`config.mk`:
```
export PLATFORM = sky130hd
export DESIGN_NAME = gray_sync_rx
export DESIGN_NICKNAME = d
export VERILOG_FILES = /design/src/rtl/gray_pkg.sv /design/src/rtl/sync_ff.sv /design/src/rtl/gray_sync_rx.sv
export SDC_FILE = /design/constraint.sdc
export NUM_CORES = 1
export LEC_CHECK = 0
export CAP_MARGIN = 25
export CORE_ASPECT_RATIO = 0.7
export CORE_MARGIN = 5
export CORE_UTILIZATION = 47
export CTS_BUF_LIST = sky130_fd_sc_hd__clkbuf_16
export CTS_CLUSTER_DIAMETER = 200
export DETAILED_ROUTE_END_ITERATION = 8
export GPL_ROUTABILITY_DRIVEN = 0
export PLACE_DENSITY = 0.74
export SLEW_MARGIN = 10
export SYNTH_ARGS = -nofsm -noshare
export SYNTH_HDL_FRONTEND = slang
export SYNTH_SLANG_ARGS = --single-unit
```
`constraint.sdc`:
```
create_clock -name clk -period 2.1 [get_ports clk]
set_clock_uncertainty 0.05 [all_clocks]
set_input_delay 0.63 -clock clk [delete_from_list [all_inputs] [get_ports clk]]
set_output_delay 0.63 -clock clk [all_outputs]
set_load 0.03 [all_outputs]
```
`src/rtl/gray_pkg.sv`:
```
// gray_pkg
// Shared helpers for Gray-coded count handling:
//   g2b / b2g  : Gray <-> binary conversion on a GMAX-bit word. Narrower
//                counts are zero-extended on the way in and truncated on the
//                way out; the zero upper bits leave the result unchanged.
//   popcount   : number of set bits in a GMAX-bit word.
//   rx_state_e : receive-side sequencing states.
package gray_pkg;

    // Widest count the helpers support.
    localparam int GMAX = 32;

    typedef logic [GMAX-1:0] gword_t;

    typedef enum logic [1:0] {
        FILL  = 2'd0,
        INIT  = 2'd1,
        TRACK = 2'd2
    } rx_state_e;

    // Binary bit i is the XOR of all Gray bits from the MSB down to i.
    function automatic gword_t g2b(input gword_t s);
        gword_t b;
        b[GMAX-1] = s[GMAX-1];
        for (int i = GMAX - 2; i >= 0; i--) begin
            b[i] = b[i+1] ^ s[i];
        end
        return b;
    endfunction

    function automatic gword_t b2g(input gword_t b);
        return b ^ (b >> 1);
    endfunction

    function automatic logic [5:0] popcount(input gword_t v);
        logic [5:0] n;
        n = '0;
        for (int i = 0; i < GMAX; i++) begin
            n = n + 6'(v[i]);
        end
        return n;
    endfunction

endpackage

```
`src/rtl/sync_ff.sv`:
```
// sync_ff
// Plain multi-flop synchronizer for a bus arriving from another clock
// domain. Nothing but wires sits between the flops.
//   clk   : destination clock
//   rst_n : asynchronous reset, active-high
//   d     : W-bit asynchronous input
//   q     : W-bit output, STAGES flops after d
module sync_ff #(
    parameter int W      = 4,
    parameter int STAGES = 2
) (
    input  logic         clk,
    input  logic         rst_n,
    input  logic [W-1:0] d,
    output logic [W-1:0] q
);

    logic [W-1:0] chain_q [STAGES];
    logic [W-1:0] chain_d [STAGES];

    always_comb begin
        chain_d[0] = d;
        for (int i = 1; i < STAGES; i++) begin
            chain_d[i] = chain_q[i-1];
        end
    end

    always_ff @(posedge clk or posedge rst_n) begin
        if (rst_n) begin
            for (int i = 0; i < STAGES; i++) begin
                chain_q[i] <= '0;
            end
        end else begin
            for (int i = 0; i < STAGES; i++) begin
                chain_q[i] <= chain_d[i];
            end
        end
    end

    assign q = chain_q[STAGES-1];

endmodule

```
`src/rtl/gray_sync_rx.sv`:
```
// gray_sync_rx
// Brings a Gray-coded count from a foreign clock domain into clk, decodes it
// to binary, reports the per-sample increment and flags samples that change
// more than one Gray bit.
//   clk     : receive clock
//   rst_n   : asynchronous reset, active-high
//   gray_in : W-bit Gray count, asynchronous to clk
//   err_clr : synchronous clear of the sticky err flag
//   valid   : decoded outputs are meaningful
//   bin     : decoded binary count
//   delta   : bin minus previous bin, modulo 2^W
//   step    : pulse when delta == 1
//   err     : sticky multi-bit-change flag
//
// state | meaning
// FILL  | sync chain flushing after reset, outputs held at reset values
// INIT  | first sample loaded, no delta or error check
// TRACK | decode, delta and error check every cycle
//
// W is limited to gray_pkg::GMAX bits.
module gray_sync_rx
    import gray_pkg::*;
#(
    parameter int W      = 4,
    parameter int STAGES = 2
) (
    input  logic         clk,
    input  logic         rst_n,
    input  logic [W-1:0] gray_in,
    input  logic         err_clr,
    output logic         valid,
    output logic [W-1:0] bin,
    output logic [W-1:0] delta,
    output logic         step,
    output logic         err
);

    localparam logic [1:0] FILL_LAST = 2'(STAGES - 1);

    logic [W-1:0] g_sync;

    sync_ff #(
        .W      (W),
        .STAGES (STAGES)
    ) u_sync (
        .clk   (clk),
        .rst_n (rst_n),
        .d     (gray_in),
        .q     (g_sync)
    );

    rx_state_e    state_q, state_d;
    logic [1:0]   fill_cnt_q, fill_cnt_d;
    logic [W-1:0] g_prev_q, g_prev_d;
    logic [W-1:0] bin_q, bin_d;
    logic [W-1:0] delta_q, delta_d;
    logic         valid_q, valid_d;
    logic         step_q, step_d;
    logic         err_q, err_d;

    logic [W-1:0] bin_dec;
    logic         multi_bit;

    always_comb begin
        bin_dec   = W'(g2b(GMAX'(g_sync)));
        multi_bit = popcount(GMAX'(g_sync ^ g_prev_q)) > 6'd1;

        state_d    = state_q;
        fill_cnt_d = fill_cnt_q;
        g_prev_d   = g_prev_q;
        bin_d      = bin_q;
        delta_d    = delta_q;
        valid_d    = valid_q;
        step_d     = step_q;
        err_d      = err_q & ~err_clr;

        case (state_q)
            FILL: begin
                if (fill_cnt_q == FILL_LAST) begin
                    state_d = INIT;
                end else begin
                    fill_cnt_d = fill_cnt_q + 2'd1;
                end
            end
            INIT: begin
                g_prev_d = g_sync;
                bin_d    = bin_dec;
                delta_d  = '0;
                step_d   = 1'b0;
                valid_d  = 1'b1;
                state_d  = TRACK;
            end
            TRACK: begin
                g_prev_d = g_sync;
                bin_d    = bin_dec;
                delta_d  = bin_dec - bin_q;
                step_d   = (bin_dec - bin_q) == W'(1);
                // A violation in the same cycle as err_clr keeps err set.
                if (multi_bit) begin
                    err_d = 1'b1;
                end
            end
            default: begin
                state_d = FILL;
            end
        endcase
    end

    always_ff @(posedge clk or posedge rst_n) begin
        if (rst_n) begin
            state_q    <= FILL;
            fill_cnt_q <= '0;
            g_prev_q   <= '0;
            bin_q      <= '0;
            delta_q    <= '0;
            valid_q    <= 1'b0;
            step_q     <= 1'b0;
            err_q      <= 1'b0;
        end else begin
            state_q    <= state_d;
            fill_cnt_q <= fill_cnt_d;
            g_prev_q   <= g_prev_d;
            bin_q      <= bin_d;
            delta_q    <= delta_d;
            valid_q    <= valid_d;
            step_q     <= step_d;
            err_q      <= err_d;
        end
    end

    assign valid = valid_q;
    assign bin   = bin_q;
    assign delta = delta_q;
    assign step  = step_q;
    assign err   = err_q;

endmodule

```
==> results by group <==
Critical path
  – Crit end category: flop
  – Maximum cell stage delay along the critical path: 0.54 ns
  – Startpoint class of the critical path: flop
  – Source of the worst register-to-register timing path: u_sync.q[3]$_DFF_PP0_
  – Cell-by-cell trace of the critical path: xnor2_2, xnor2_2, xnor2_2, ha_2, inv_2, fa_2, nand4b_1, o22ai_2
  – Critical Path Fanout Max: 3
  – Count of buffer and inverter cells on the critical path: 1
  – Worst path top cell family by delay: adder cells
  – CP Class: reg2reg
  – Crit path max-delay cell type: fa_2
  – Endpoint of the lowest-slack register-to-register path: step$_DFFE_PP0P_
  – Most used cell, CP: xnor2_2
  – Path depth of the worst reg2reg path: 8
  – Flop2flop setup slack: -0.04 ns
  – CP required: 2.18 ns
  – Data arrival time of the critical path: 2.22 ns

Detailed routing
  – DR vias/cell: 4.75
  – First-iteration detailed-routing DRC count: 26
  – Total DRC errors in the routed layout: 0
  – Vias: 741
  – Mean routed wirelength per cell: 12.9 µm
  – First drt pass iteration count: 5
  – Final antenna-violating net count: 0
  – DRT Wirelength: 2.01 mm

Synthesis
  – Main flop type after synthesis: dfrtp_1
  – Most frequent cell after synthesis: dfrtp_1
  – Synthesis-stage register bit count: 26
  – Synth Area per Inst: 12.3 µm²
  – Top cell types by occurrence after synthesis: dfrtp_1 (26), inv_1 (13), ha_1 (8)
  – Gate count of the mapped netlist: 95
  – Fraction of registers with async set or reset after synthesis: 100%
  – Post-synth net total: 112
  – Cell types occupying the most area after synthesis: dfrtp_1 (56%), ha_1 (8.6%), mux2_2 (4.8%)
  – Cell taking the most area after synthesis: dfrtp_1
  – Synth top area share: 55.7%
  – Synthesis warning total: 0
  – Summed instance area of the synthesized netlist: 1170 µm²
  – Sequential-to-total area share from yosys stat: 55.7%
  – Number of enable-type register cells in the synthesized netlist: 0
  – Number of distinct library cells after synthesis: 24

Placement
  – Number of buffer cells added on primary ports: 17
  – Detailed placement HPWL: 1.35 mm
  – Placed insts: 148

Floorplan
  – Std cell rows: 15
  – Floorplan core area: 2420 µm²
  – Width of the die: 69.6 µm
  – Die Outline Area: 3600 µm²
  – I/O pin total: 18
  – Die Ht: 51.7 µm
  – Initial standard-cell utilization of the core: 48.2%

Min path
  – Class of the worst hold path: reg2reg
  – Number of cells traversed by the worst hold path: 0
  – Worst hold path endpoint: u_sync.q[3]$_DFF_PP0_
  – Hold Path Origin: u_sync.chain_d[3]$_DFF_PP0_

STA
  – Worst Max-Slew Pin Slew: 0.451 ns
  – Setup-violating endpoint count in the final report: 1
  – Setup repair after global routing missed its margin: yes
  – Slew headroom: 70.0%
  – Share of the clock period used by the worst path after layout: 102%
  – Final critical-path setup slack: -0.0425 ns
  – Max-slew violation count: 0
  – Fin. Hold Viols: 0
  – Post-layout minimum cycle time: 2.14 ns
  – Fmax: 467 MHz

Layout
  – Non-Filler Instances: 156
  – Area growth from synthesis to layout: 38.0%
  – Share of final-layout standard cells stronger than drive strength 1: 27.9%
  – Antenna Diode Count: 0
  – Layout Nets: 140
  – Core utilization of the finished layout: 66.6%

GRT
  – Initial antenna violation count: 0
  – Overflow left after global routing: 0
  – Global-route wire length before repair: 3.67 mm
  – Vias in the first global route: 886
  – Overall track demand over capacity in global routing: 13.4%
  – Maximum number of pins on one net before global-route repair: 27

Clock network
  – Clock tree from TritonCTS: yes
  – Count of clock tree sinks: 26
  – Clock buffers created by TritonCTS: 3
  – Deepest level of the CTS H-tree: 1
  – Clock root buffer: clkbuf_16
  – Buffer levels on the longest clock path: 2
  – Clock latency at the later pin of the worst-skew pair: 0.26 ns
  – Clock transition at the registers of the reported paths: 0.06 ns

Pwr
  – Worst vdd ir: 0.708 mV
  – Lkg Pwr: 0.000752 µW
  – Total power per unit cell area: 1030 nW/µm²

Outcome
  – Outcome: complete, but fails checks
  – Failing checks: negative setup slack

Job
  – Reported max-cap violation count: 0
-- layout make-up --
class                           instances  area [µm²]
Clock inverter                          1        30.0
Clock buffer                            3        75.1
Multi-Input combinational cell         53         514
Sequential cell                        26         651
Tap cell                               34        42.5
Timing Repair Buffer                   26         250
Inverter                               13        48.8
Fill cell                             180         810
-- placed cells by master (no fill, tap or decap), types with 2 or more instances in the layout --
cell type and count:
nand2_1 3, xor2_1 5, ha_4 2, clkbuf_16 3, inv_1 11, a21oi_1 5
ha_1 5, inv_2 2, o21ai_0 2, o22ai_2 2, a31o_2 2, clkdlybuf4s50_1 17
nor2_1 5, buf_4 8, xnor2_2 4, dfrtp_1 26, mux2_2 5
-- state kept, by name, indices dropped and copies added (netlist names) --
register        count
bin                 3
valid               1
state_q             2
delta               4
step                1
u_sync.q            4
g_prev_q            4
u_sync.chain_d      4
fill_cnt_q          2
err                 1
-- where the power goes --
group,total [µW],switching (µW),internal (µW)
sequential,597,33.5,564
combinational,512,262,250
clock,545,166,379
-- how the worst max path moves through the flow --
stage | start | to | depth (start not counted)
2_1_floorplan | u_sync.q[2]$_DFF_PP0_ | step$_DFFE_PP0P_ | 9
3_3_place_gp | u_sync.q[2]$_DFF_PP0_ | step$_DFFE_PP0P_ | 9
3_5_place_dp | u_sync.q[2]$_DFF_PP0_ | step$_DFFE_PP0P_ | 9
4_1_cts | u_sync.q[3]$_DFF_PP0_ | step$_DFFE_PP0P_ | 9
5_1_grt | u_sync.q[2]$_DFF_PP0_ | step$_DFFE_PP0P_ | 9
6_report | u_sync.q[3]$_DFF_PP0_ | step$_DFFE_PP0P_ | 8
-- cells by family (layout without fill, tap and decap cells) --
family                   after synthesis  after routing  share of synthesized area (%)
AO/OA/AOI/OAI                         15             15                           7.72
XOR/XNOR                              10             10                           8.79
adder cells (fa/ha/maj)               10             10                           12.0
buffers and inverters                 16             43                           5.57
flip-flops                            26             26                           55.7
multiplexers                           5              5                           4.82
AND/OR/NAND/NOR                       13             13                           5.36
-- layer usage --
layer  part of all wire (%)  routed length [µm]  vias up  global-route usage (%)
met5                      0                   0        -                       0
met4                    1.5                  30        0                    7.14
met3                    6.2                 125        6                    5.41
met2                     51                1020       20                    24.7
met1                     41                 830      354                    13.1
li1                       -                   -      361                       -
-- repair_timing --
item                                    CTS  global route
buffers inserted                          3             4
endpoints found under the setup margin    1             4
hold buffers                              0             0
gates cloned                              0             0
pin swaps                                 7             9
resized for setup                         5             8
-- metrics by stage --
stage	setup slack [ns]	setup TNS (ns)	instance area, µm²	power [µW]	hold slack, ns
3_5_place_dp	-0.0381	-0.0381	1400	1030	0.285
2_1_floorplan	0.0147	0	1170	865	0.281
4_1_cts	-0.0743	-0.0743	1550	1620	0.299
6_report	-0.0425	-0.0425	1610	1650	0.297
5_1_grt	-0.126	-0.202	1610	1730	0.308
3_3_place_gp	0.0598	0	1400	1020	0.284
No activity file was read; power rests on OpenSTA's default activity.
